`config.mk`:
```
export PLATFORM = sky130hd
export DESIGN_NAME = uart_arb_flat
export DESIGN_NICKNAME = d
export VERILOG_FILES = /design/src/rtl/uart_arb_pkg.sv /design/src/rtl/uart_arb_if.sv /design/src/rtl/uart_rxbuf.sv /design/src/rtl/uart_arb.sv /design/src/flat_wrapper.sv
export SDC_FILE = /design/constraint.sdc
export NUM_CORES = 1
export LEC_CHECK = 0
export ABC_AREA = 1
export ABC_CLOCK_PERIOD_IN_PS = 4240
export CAP_MARGIN = 15
export CORE_AREA = 2 2 123 125
export CTS_BUF_LIST = sky130_fd_sc_hd__clkbuf_8
export CTS_CLUSTER_SIZE = 10
export DETAILED_ROUTE_END_ITERATION = 8
export DIE_AREA = 0 0 125 127
export GPL_TIMING_DRIVEN = 0
export HOLD_SLACK_MARGIN = 0.1
export PLACE_DENSITY = 0.44
export SYNTH_ARGS = -nofsm -noshare
export SYNTH_HDL_FRONTEND = slang
export SYNTH_SLANG_ARGS = --single-unit
export TNS_END_PERCENT = 5
```
`constraint.sdc`:
```
create_clock -name clk -period 4.24 [get_ports clk]
set_clock_uncertainty 0.2 [all_clocks]
set_input_delay 0.848 -clock clk [delete_from_list [all_inputs] [get_ports clk]]
set_output_delay 0.848 -clock clk [all_outputs]
set_load 0.02 [all_outputs]
```
`src/rtl/uart_arb_pkg.sv`:
```
// Shared state encoding and constants for the UART transmit scheduler and
// receive buffer.
package uart_arb_pkg;

  typedef enum logic [2:0] {
    ST_LOCK,
    ST_IDLE,
    ST_ISSUE,
    ST_WAIT,
    ST_GUARD
  } state_e;

  localparam int CHAR_BITS_DEF = 10;

  // The measured rate drops the low 3 bits of the bit period, so every reload
  // fills them with ones and the period is never shorter than the real one.
  localparam logic [2:0] PER_LSB = 3'b111;

endpackage

```
`src/rtl/uart_arb_if.sv`:
```
// Requester, UART-side and receive-queue signals of uart_arb.
// The slave modport is the scheduler's view; master is the surrounding system.
interface uart_arb_if;

  logic [7:0] req0_data;
  logic       req0_valid;
  logic       req0_ready;
  logic [7:0] req1_data;
  logic       req1_valid;
  logic       req1_ready;
  logic [7:0] uart_od;
  logic       uart_dox;
  logic [7:0] uart_rate;
  logic [7:0] uart_id;
  logic       uart_dix;
  logic [7:0] rx_data;
  logic       rx_valid;
  logic       rx_ready;
  logic       rx_ovf;
  logic       rx_ovf_clr;
  logic       tx_busy;
  logic       tx_owner;

  modport slave (
    input  req0_data, req0_valid, req1_data, req1_valid,
    input  uart_rate, uart_id, uart_dix, rx_ready, rx_ovf_clr,
    output req0_ready, req1_ready, uart_od, uart_dox,
    output rx_data, rx_valid, rx_ovf, tx_busy, tx_owner
  );

  modport master (
    output req0_data, req0_valid, req1_data, req1_valid,
    output uart_rate, uart_id, uart_dix, rx_ready, rx_ovf_clr,
    input  req0_ready, req1_ready, uart_od, uart_dox,
    input  rx_data, rx_valid, rx_ovf, tx_busy, tx_owner
  );

endinterface

```
`src/rtl/uart_rxbuf.sv`:
```
// Two-entry receive queue with a sticky overflow flag.
// The head is shown combinationally; a set beats a clear on the flag.
module uart_rxbuf (
  input  logic       clk,
  input  logic       reset,
  input  logic       push_i,
  input  logic [7:0] push_data_i,
  input  logic       pop_i,
  input  logic       clr_i,
  output logic [7:0] data_o,
  output logic       valid_o,
  output logic       ovf_o
);

  logic [7:0] mem0_q, mem1_q;
  logic       rd_q, rd_d;
  logic [1:0] cnt_q, cnt_d;
  logic       ovf_q, ovf_d;
  logic       pop, full, accept, drop, wr;

  // A pop on a full queue frees the head slot, which is exactly where the
  // simultaneous push lands (rd + 2 wraps back to rd).
  always_comb begin
    pop    = pop_i && (cnt_q != 2'd0);
    full   = (cnt_q == 2'd2);
    accept = push_i && (!full || pop);
    drop   = push_i && full && !pop;
    wr     = rd_q ^ cnt_q[0];
    rd_d   = rd_q ^ pop;
    cnt_d  = cnt_q + {1'b0, accept} - {1'b0, pop};
    ovf_d  = ovf_q;
    if (drop) begin
      ovf_d = 1'b1;
    end else if (clr_i) begin
      ovf_d = 1'b0;
    end
  end

  always_ff @(posedge clk or posedge reset) begin
    if (reset) begin
      mem0_q <= 8'd0;
      mem1_q <= 8'd0;
      rd_q   <= 1'b0;
      cnt_q  <= 2'd0;
      ovf_q  <= 1'b0;
    end else begin
      rd_q  <= rd_d;
      cnt_q <= cnt_d;
      ovf_q <= ovf_d;
      if (accept && wr) begin
        mem1_q <= push_data_i;
      end else if (accept) begin
        mem0_q <= push_data_i;
      end
    end
  end

  assign data_o  = rd_q ? mem1_q : mem0_q;
  assign valid_o = (cnt_q != 2'd0);
  assign ovf_o   = ovf_q;

endmodule

```
`src/rtl/uart_arb.sv`:
```
// Round-robin transmit scheduler for the autobaud UART: paces characters from
// the measured bit rate since the UART gives no busy indication.
module uart_arb
  import uart_arb_pkg::*;
#(
  parameter int GUARD     = 16,
  parameter int CHAR_BITS = CHAR_BITS_DEF
) (
  input logic       clk,
  input logic       reset,
  uart_arb_if.slave bus
);

  localparam int              GW         = $clog2(GUARD + 1);
  localparam logic [3:0]      BITS_LAST  = 4'(CHAR_BITS - 1);
  localparam logic [GW-1:0]   GUARD_LAST = GW'(GUARD - 1);

  state_e        state_q, state_d;
  logic [10:0]   percnt_q, percnt_d;
  logic [3:0]    bitcnt_q, bitcnt_d;
  logic [GW-1:0] gcnt_q, gcnt_d;
  logic [7:0]    rate_q, rate_d;
  logic [7:0]    od_q, od_d;
  logic          owner_q, owner_d;
  logic          ptr_q, ptr_d;
  logic          gnt1, rdy0, rdy1, dox;

  always_ff @(posedge clk or posedge reset) begin
    if (reset) begin
      state_q  <= ST_LOCK;
      percnt_q <= 11'd0;
      bitcnt_q <= 4'd0;
      gcnt_q   <= '0;
      rate_q   <= 8'd0;
      od_q     <= 8'd0;
      owner_q  <= 1'b0;
      ptr_q    <= 1'b0;
    end else begin
      state_q  <= state_d;
      percnt_q <= percnt_d;
      bitcnt_q <= bitcnt_d;
      gcnt_q   <= gcnt_d;
      rate_q   <= rate_d;
      od_q     <= od_d;
      owner_q  <= owner_d;
      ptr_q    <= ptr_d;
    end
  end

  // Leaving LOCK runs one full character time before the first grant, in case
  // the UART was mid-character when this block came out of reset.
  always_comb begin
    state_d  = state_q;
    percnt_d = percnt_q;
    bitcnt_d = bitcnt_q;
    gcnt_d   = gcnt_q;
    rate_d   = rate_q;
    od_d     = od_q;
    owner_d  = owner_q;
    ptr_d    = ptr_q;
    gnt1     = 1'b0;
    rdy0     = 1'b0;
    rdy1     = 1'b0;
    dox      = 1'b0;
    case (state_q)
      ST_LOCK: begin
        if (bus.uart_rate != 8'd0) begin
          rate_d   = bus.uart_rate;
          percnt_d = {bus.uart_rate, PER_LSB};
          bitcnt_d = BITS_LAST;
          state_d  = ST_WAIT;
        end
      end
      ST_IDLE: begin
        if (bus.uart_rate == 8'd0) begin
          state_d = ST_LOCK;
        end else begin
          gnt1 = bus.req1_valid && (!bus.req0_valid || ptr_q);
          rdy0 = bus.req0_valid && !gnt1;
          rdy1 = gnt1;
          if (rdy0 || rdy1) begin
            od_d    = gnt1 ? bus.req1_data : bus.req0_data;
            rate_d  = bus.uart_rate;
            owner_d = gnt1;
            ptr_d   = !gnt1;
            state_d = ST_ISSUE;
          end
        end
      end
      ST_ISSUE: begin
        dox      = 1'b1;
        bitcnt_d = BITS_LAST;
        percnt_d = {rate_q, PER_LSB};
        state_d  = ST_WAIT;
      end
      ST_WAIT: begin
        if (percnt_q != 11'd0) begin
          percnt_d = percnt_q - 11'd1;
        end else if (bitcnt_q == 4'd0) begin
          gcnt_d  = GUARD_LAST;
          state_d = ST_GUARD;
        end else begin
          bitcnt_d = bitcnt_q - 4'd1;
          percnt_d = {rate_q, PER_LSB};
        end
      end
      ST_GUARD: begin
        if (gcnt_q == '0) begin
          state_d = ST_IDLE;
        end else begin
          gcnt_d = gcnt_q - GW'(1);
        end
      end
      default: state_d = ST_LOCK;
    endcase
  end

  logic [7:0] rx_data_w;
  logic       rx_valid_w, rx_ovf_w;

  uart_rxbuf u_rxbuf (
    .clk         (clk),
    .reset       (reset),
    .push_i      (bus.uart_dix),
    .push_data_i (bus.uart_id),
    .pop_i       (bus.rx_ready),
    .clr_i       (bus.rx_ovf_clr),
    .data_o      (rx_data_w),
    .valid_o     (rx_valid_w),
    .ovf_o       (rx_ovf_w)
  );

  // Busy covers every pacing state; LOCK itself reads idle so that all
  // outputs are low straight out of reset.
  assign bus.req0_ready = rdy0;
  assign bus.req1_ready = rdy1;
  assign bus.uart_od    = od_q;
  assign bus.uart_dox   = dox;
  assign bus.tx_owner   = owner_q;
  assign bus.tx_busy    = (state_q == ST_ISSUE) || (state_q == ST_WAIT) ||
                          (state_q == ST_GUARD);
  assign bus.rx_data    = rx_data_w;
  assign bus.rx_valid   = rx_valid_w;
  assign bus.rx_ovf     = rx_ovf_w;

endmodule

```
`src/flat_wrapper.sv`:
```
// flat-port wrapper written by rule: the top's interface ports become plain ports
module uart_arb_flat import uart_arb_pkg::*;
#(
  parameter int GUARD     = 16,
  parameter int CHAR_BITS = CHAR_BITS_DEF
)
  (clk, reset, bus_req0_data, bus_req0_valid, bus_req1_data, bus_req1_valid, bus_uart_rate, bus_uart_id, bus_uart_dix, bus_rx_ready, bus_rx_ovf_clr, bus_req0_ready, bus_req1_ready, bus_uart_od, bus_uart_dox, bus_rx_data, bus_rx_valid, bus_rx_ovf, bus_tx_busy, bus_tx_owner);
  uart_arb_if bus_i ();
  input logic clk;
  input logic reset;
  input wire logic [$bits(bus_i.req0_data)-1:0] bus_req0_data;
  input wire logic [$bits(bus_i.req0_valid)-1:0] bus_req0_valid;
  input wire logic [$bits(bus_i.req1_data)-1:0] bus_req1_data;
  input wire logic [$bits(bus_i.req1_valid)-1:0] bus_req1_valid;
  input wire logic [$bits(bus_i.uart_rate)-1:0] bus_uart_rate;
  input wire logic [$bits(bus_i.uart_id)-1:0] bus_uart_id;
  input wire logic [$bits(bus_i.uart_dix)-1:0] bus_uart_dix;
  input wire logic [$bits(bus_i.rx_ready)-1:0] bus_rx_ready;
  input wire logic [$bits(bus_i.rx_ovf_clr)-1:0] bus_rx_ovf_clr;
  output wire logic [$bits(bus_i.req0_ready)-1:0] bus_req0_ready;
  output wire logic [$bits(bus_i.req1_ready)-1:0] bus_req1_ready;
  output wire logic [$bits(bus_i.uart_od)-1:0] bus_uart_od;
  output wire logic [$bits(bus_i.uart_dox)-1:0] bus_uart_dox;
  output wire logic [$bits(bus_i.rx_data)-1:0] bus_rx_data;
  output wire logic [$bits(bus_i.rx_valid)-1:0] bus_rx_valid;
  output wire logic [$bits(bus_i.rx_ovf)-1:0] bus_rx_ovf;
  output wire logic [$bits(bus_i.tx_busy)-1:0] bus_tx_busy;
  output wire logic [$bits(bus_i.tx_owner)-1:0] bus_tx_owner;
  assign bus_i.req0_data = bus_req0_data;
  assign bus_i.req0_valid = bus_req0_valid;
  assign bus_i.req1_data = bus_req1_data;
  assign bus_i.req1_valid = bus_req1_valid;
  assign bus_i.uart_rate = bus_uart_rate;
  assign bus_i.uart_id = bus_uart_id;
  assign bus_i.uart_dix = bus_uart_dix;
  assign bus_i.rx_ready = bus_rx_ready;
  assign bus_i.rx_ovf_clr = bus_rx_ovf_clr;
  assign bus_req0_ready = bus_i.req0_ready;
  assign bus_req1_ready = bus_i.req1_ready;
  assign bus_uart_od = bus_i.uart_od;
  assign bus_uart_dox = bus_i.uart_dox;
  assign bus_rx_data = bus_i.rx_data;
  assign bus_rx_valid = bus_i.rx_valid;
  assign bus_rx_ovf = bus_i.rx_ovf;
  assign bus_tx_busy = bus_i.tx_busy;
  assign bus_tx_owner = bus_i.tx_owner;
  uart_arb #(.GUARD(GUARD), .CHAR_BITS(CHAR_BITS)) u_core (.clk(clk), .reset(reset), .bus(bus_i));
endmodule
```
==> flow_summary.yaml <==
outcome:
  status: "finished, final reports clean"
sta:
  finalSetupTns_ns: 0
  fin_crit_sh_pct: 94.0
  slew_viol_final: 0
  max_freq_mhz: 251
  period_minus_slack_ns: 3.99
  hold_violations: 0
  tightest_slew_ns: 0.802
  maxSlewHeadroom_pct: 46.5
  rsz0062_at_grt: "false"
  setup_viol: 0
final_layout:
  diodes: 0
  regArea_sq_um: 1530
  num-fill-cells: 1577
  multi_input_area_sq_um: 1730
  nNetsFinal: 580
  drive_above_1_share_pct: 13.4
  mostFrequentLayoutCells: "nand2_1 (125), clkdlybuf4s50_1 (61), dfrtp_1 (61)"
  area_delta_synth_final_pct: 29.4
  final_common_cell: "nand2_1"
floorplanning:
  dieArea_sq_um: 15900
  initial_core_util_pct: 24.8
  rows: 44
  core_area_sq_um: 14400
  die_h_um: 127
  die_w_um: 125
  ios: 62
setup_path:
  r2r_cells: 10
  critPathMaxStageDelay_ns: 0.60
  crit_buf_inv: 4
  r2r-end: "u_core.u_rxbuf.cnt_q[1]"
  cp.arrival_ns: 2.94
  required_ns: 3.19
  critPathSlowestCell: "clkdlybuf4s50_1"
  reg2reg_setup_slack_ns: 2.30
  endpoint_kind: "output port"
  rr_startpoint: "u_core.u_rxbuf.cnt_q[1]"
  path_cells: "clkdlybuf4s50_1, nor2_1, nand2_1, nor2_4, inv_1, nand2_2, a21oi_4, nand2_1, inv_1, clkdlybuf4s50_1"
  critical_path.top_delay_family: "buffers and inverters"
  path_max_fanout: 9
  crit_type: "input port to output port"
  critical_path.startpoint_type: "input port"
  cp-startpoint: "bus_uart_rate[2]"
clocking:
  postCtsSetupBuffers: 0
  cts-resized-gates: 0
  cts_buffers: 9
  clkSinkCount: 61
  cts.reportedPaths.clkPinSlew_ns: 0.07
  postCtsHoldBufs: 0
  cts.htree.levels: 3
  cts_tree: "built"
  clk_root_buffer_cell: "clkbuf_8"
  clk_latency_ns: 0.37
  cts.path.max_buffers: 2
global_routing:
  overflow: 0
  grt-busiest-layer: "met2"
  antenna_found_initial: 0
  grt_pass1_wl_um: 15500
  use_met1_pct: 15.1
  grt_pass1_vias: 3106
  grt_usage_pct: 12.2
  use_met3_pct: 4.65
  grt_start_max_net_pins: 62
  met2_usage_pct: 19.8
yosys:
  synth_top_area_cell: "dfrtp_1"
  async_flop_share_pct: 100
  synth_cells: 462
  synth_cell_types: 38
  synthesis.area_sq_um: 3580
  synthFlopType: "dfrtp_1"
  synth-edff-count: 0
  ys_seq_area_share_pct: 42.6
  yosysTopAreaCellShare_pct: 42.6
  synth_nets: 508
  avgSynthCellArea_sq_um: 7.76
  synth_area_leaders: "dfrtp_1 (43%), nand2_1 (13%), inv_1 (6.4%)"
  yosysWarningCount: 0
  ys_seq_elements: 61
worst_hold_path:
  whs_path_depth: 2
  min_to: "u_core.rate_q[3]"
  hold_start: "u_core.rate_q[3]"
  hp-class: "flip-flop to flip-flop"
detailed_routing:
  drt-initial-drc-count: 140
  wl_per_cell_um: 12.7
  drc: 0
  drt.antenna.violating_nets: 0
  drtPass1Iterations: 4
  vias: 3148
  viasPerCell: 4.35
  drt_wl_total_um: 9200
power:
  p_total_w: 0.00325
  ir_worst_vdd_v: 0.000256
  power_density_nw_per_um2: 702
  p_leak_nw: 2.18
placed_design:
  io_buffer_count: 61
  gp_congestion: 0.842
  hpwl_um: 6810
flow_run:
  cap_viol_max_count: 0
sequential cells by signal, indices dropped and copies added (netlist names), 3 cells and up:
signal                 count
u_core.percnt_q           11
u_core.u_rxbuf.mem0_q      8
u_core.bus.uart_od         8
u_core.state_q             3
u_core.u_rxbuf.mem1_q      8
u_core.gcnt_q              5
u_core.rate_q              8
u_core.bitcnt_q            4
Yosys cell counts, types with 2 or more instances:
master / count
nand2_2: 8
ha_1: 7
o21ai_2: 8
inv_2: 2
a21oi_1: 22
inv_1: 61
buf_2: 3
nand2_1: 125
o21ai_1: 6
buf_6: 4
o22ai_1: 2
a21oi_4: 2
nor2_1: 44
nand3b_1: 3
nand4_1: 2
xor2_1: 6
xnor2_1: 2
a22oi_1: 2
mux2_2: 8
nand3_2: 2
buf_4: 3
nor2_2: 4
o21ai_0: 30
dfrtp_1: 61
nand3_1: 28
nor3_2: 2
nor2_4: 4
worst register-to-register path, stage by stage (launching register included):
cell and delay, ns:
dfrtp_1 0.41, or2_4 0.27, nand2_2 0.08, nand3b_1 0.10
nand2_1 0.10, inv_1 0.06, nand2_1 0.05, nand2_1 0.05
ha_1 0.19, xnor2_1 0.19, xor2_1 0.17
power breakdown:
part | switching [W] | internal [W] | total [W]
Sequential | 0.000180 | 0.000846 | 0.00103
Combinational | 0.000990 | 0.000683 | 0.00167
Clock | 0.000263 | 0.000291 | 0.000554
per-layer routing:
layer | vias to the layer above | share of wire (%)
li1 | 1601 | -
met1 | 1480 | 47
met2 | 61 | 47
met3 | 6 | 5.0
met4 | 0 | 0.64
met5 | - | 0
cells by family (layout without fill, tap and decap cells):
kind of cell | after synthesis | in the layout | synth area share (%)
compound gates | 75 | 75 | 12.3
fa+ha+maj | 7 | 7 | 2.44
xor+xnor | 8 | 8 | 1.96
simple gates | 229 | 229 | 29.2
buf+inv | 74 | 151 | 9.01
flops | 61 | 61 | 42.6
mux | 8 | 8 | 2.51
worst max-delay path by stage:
stage / slack [ns] / cells past startpoint / to
detailed placement: 0.20 / 10 / bus_req0_ready
global route: 0.07 / 10 / bus_req0_ready
finish: 0.25 / 10 / bus_req0_ready
global placement: 0.20 / 10 / bus_req0_ready
CTS: 0.20 / 10 / bus_req0_ready
floorplan: 1.53 / 8 / bus_req0_ready
metrics by stage:
| stage | cells | hold WS, ns | util [%] | cell area, sq um | setup slack, ns |
|---|---|---|---|---|---|
| 2_1_floorplan | 462 | 0.242 | - | 3580 | 1.53 |
| 3_3_place_gp | 707 | 0.261 | 30.7 | 4420 | 0.197 |
| 3_5_place_dp | 707 | 0.259 | 30.7 | 4430 | 0.201 |
| 4_1_cts | 723 | 0.277 | 32.1 | 4640 | 0.198 |
| 5_1_grt | 723 | 0.292 | 32.1 | 4640 | 0.0672 |
| 6_report | 723 | 0.275 | 32.1 | 4640 | 0.253 |
cell type report:
type | count | area share [%]
Multi-Input combinational cell | 327 | 37.4
Sequential cell | 61 | 32.9
Timing Repair Buffer | 61 | 13.2
Inverter | 64 | 5.24
Tap cell | 184 | 4.97
Clock buffer | 10 | 2.97
Buffer | 10 | 1.78
Clock inverter | 6 | 1.54
Power figures use the tool's default switching activity.
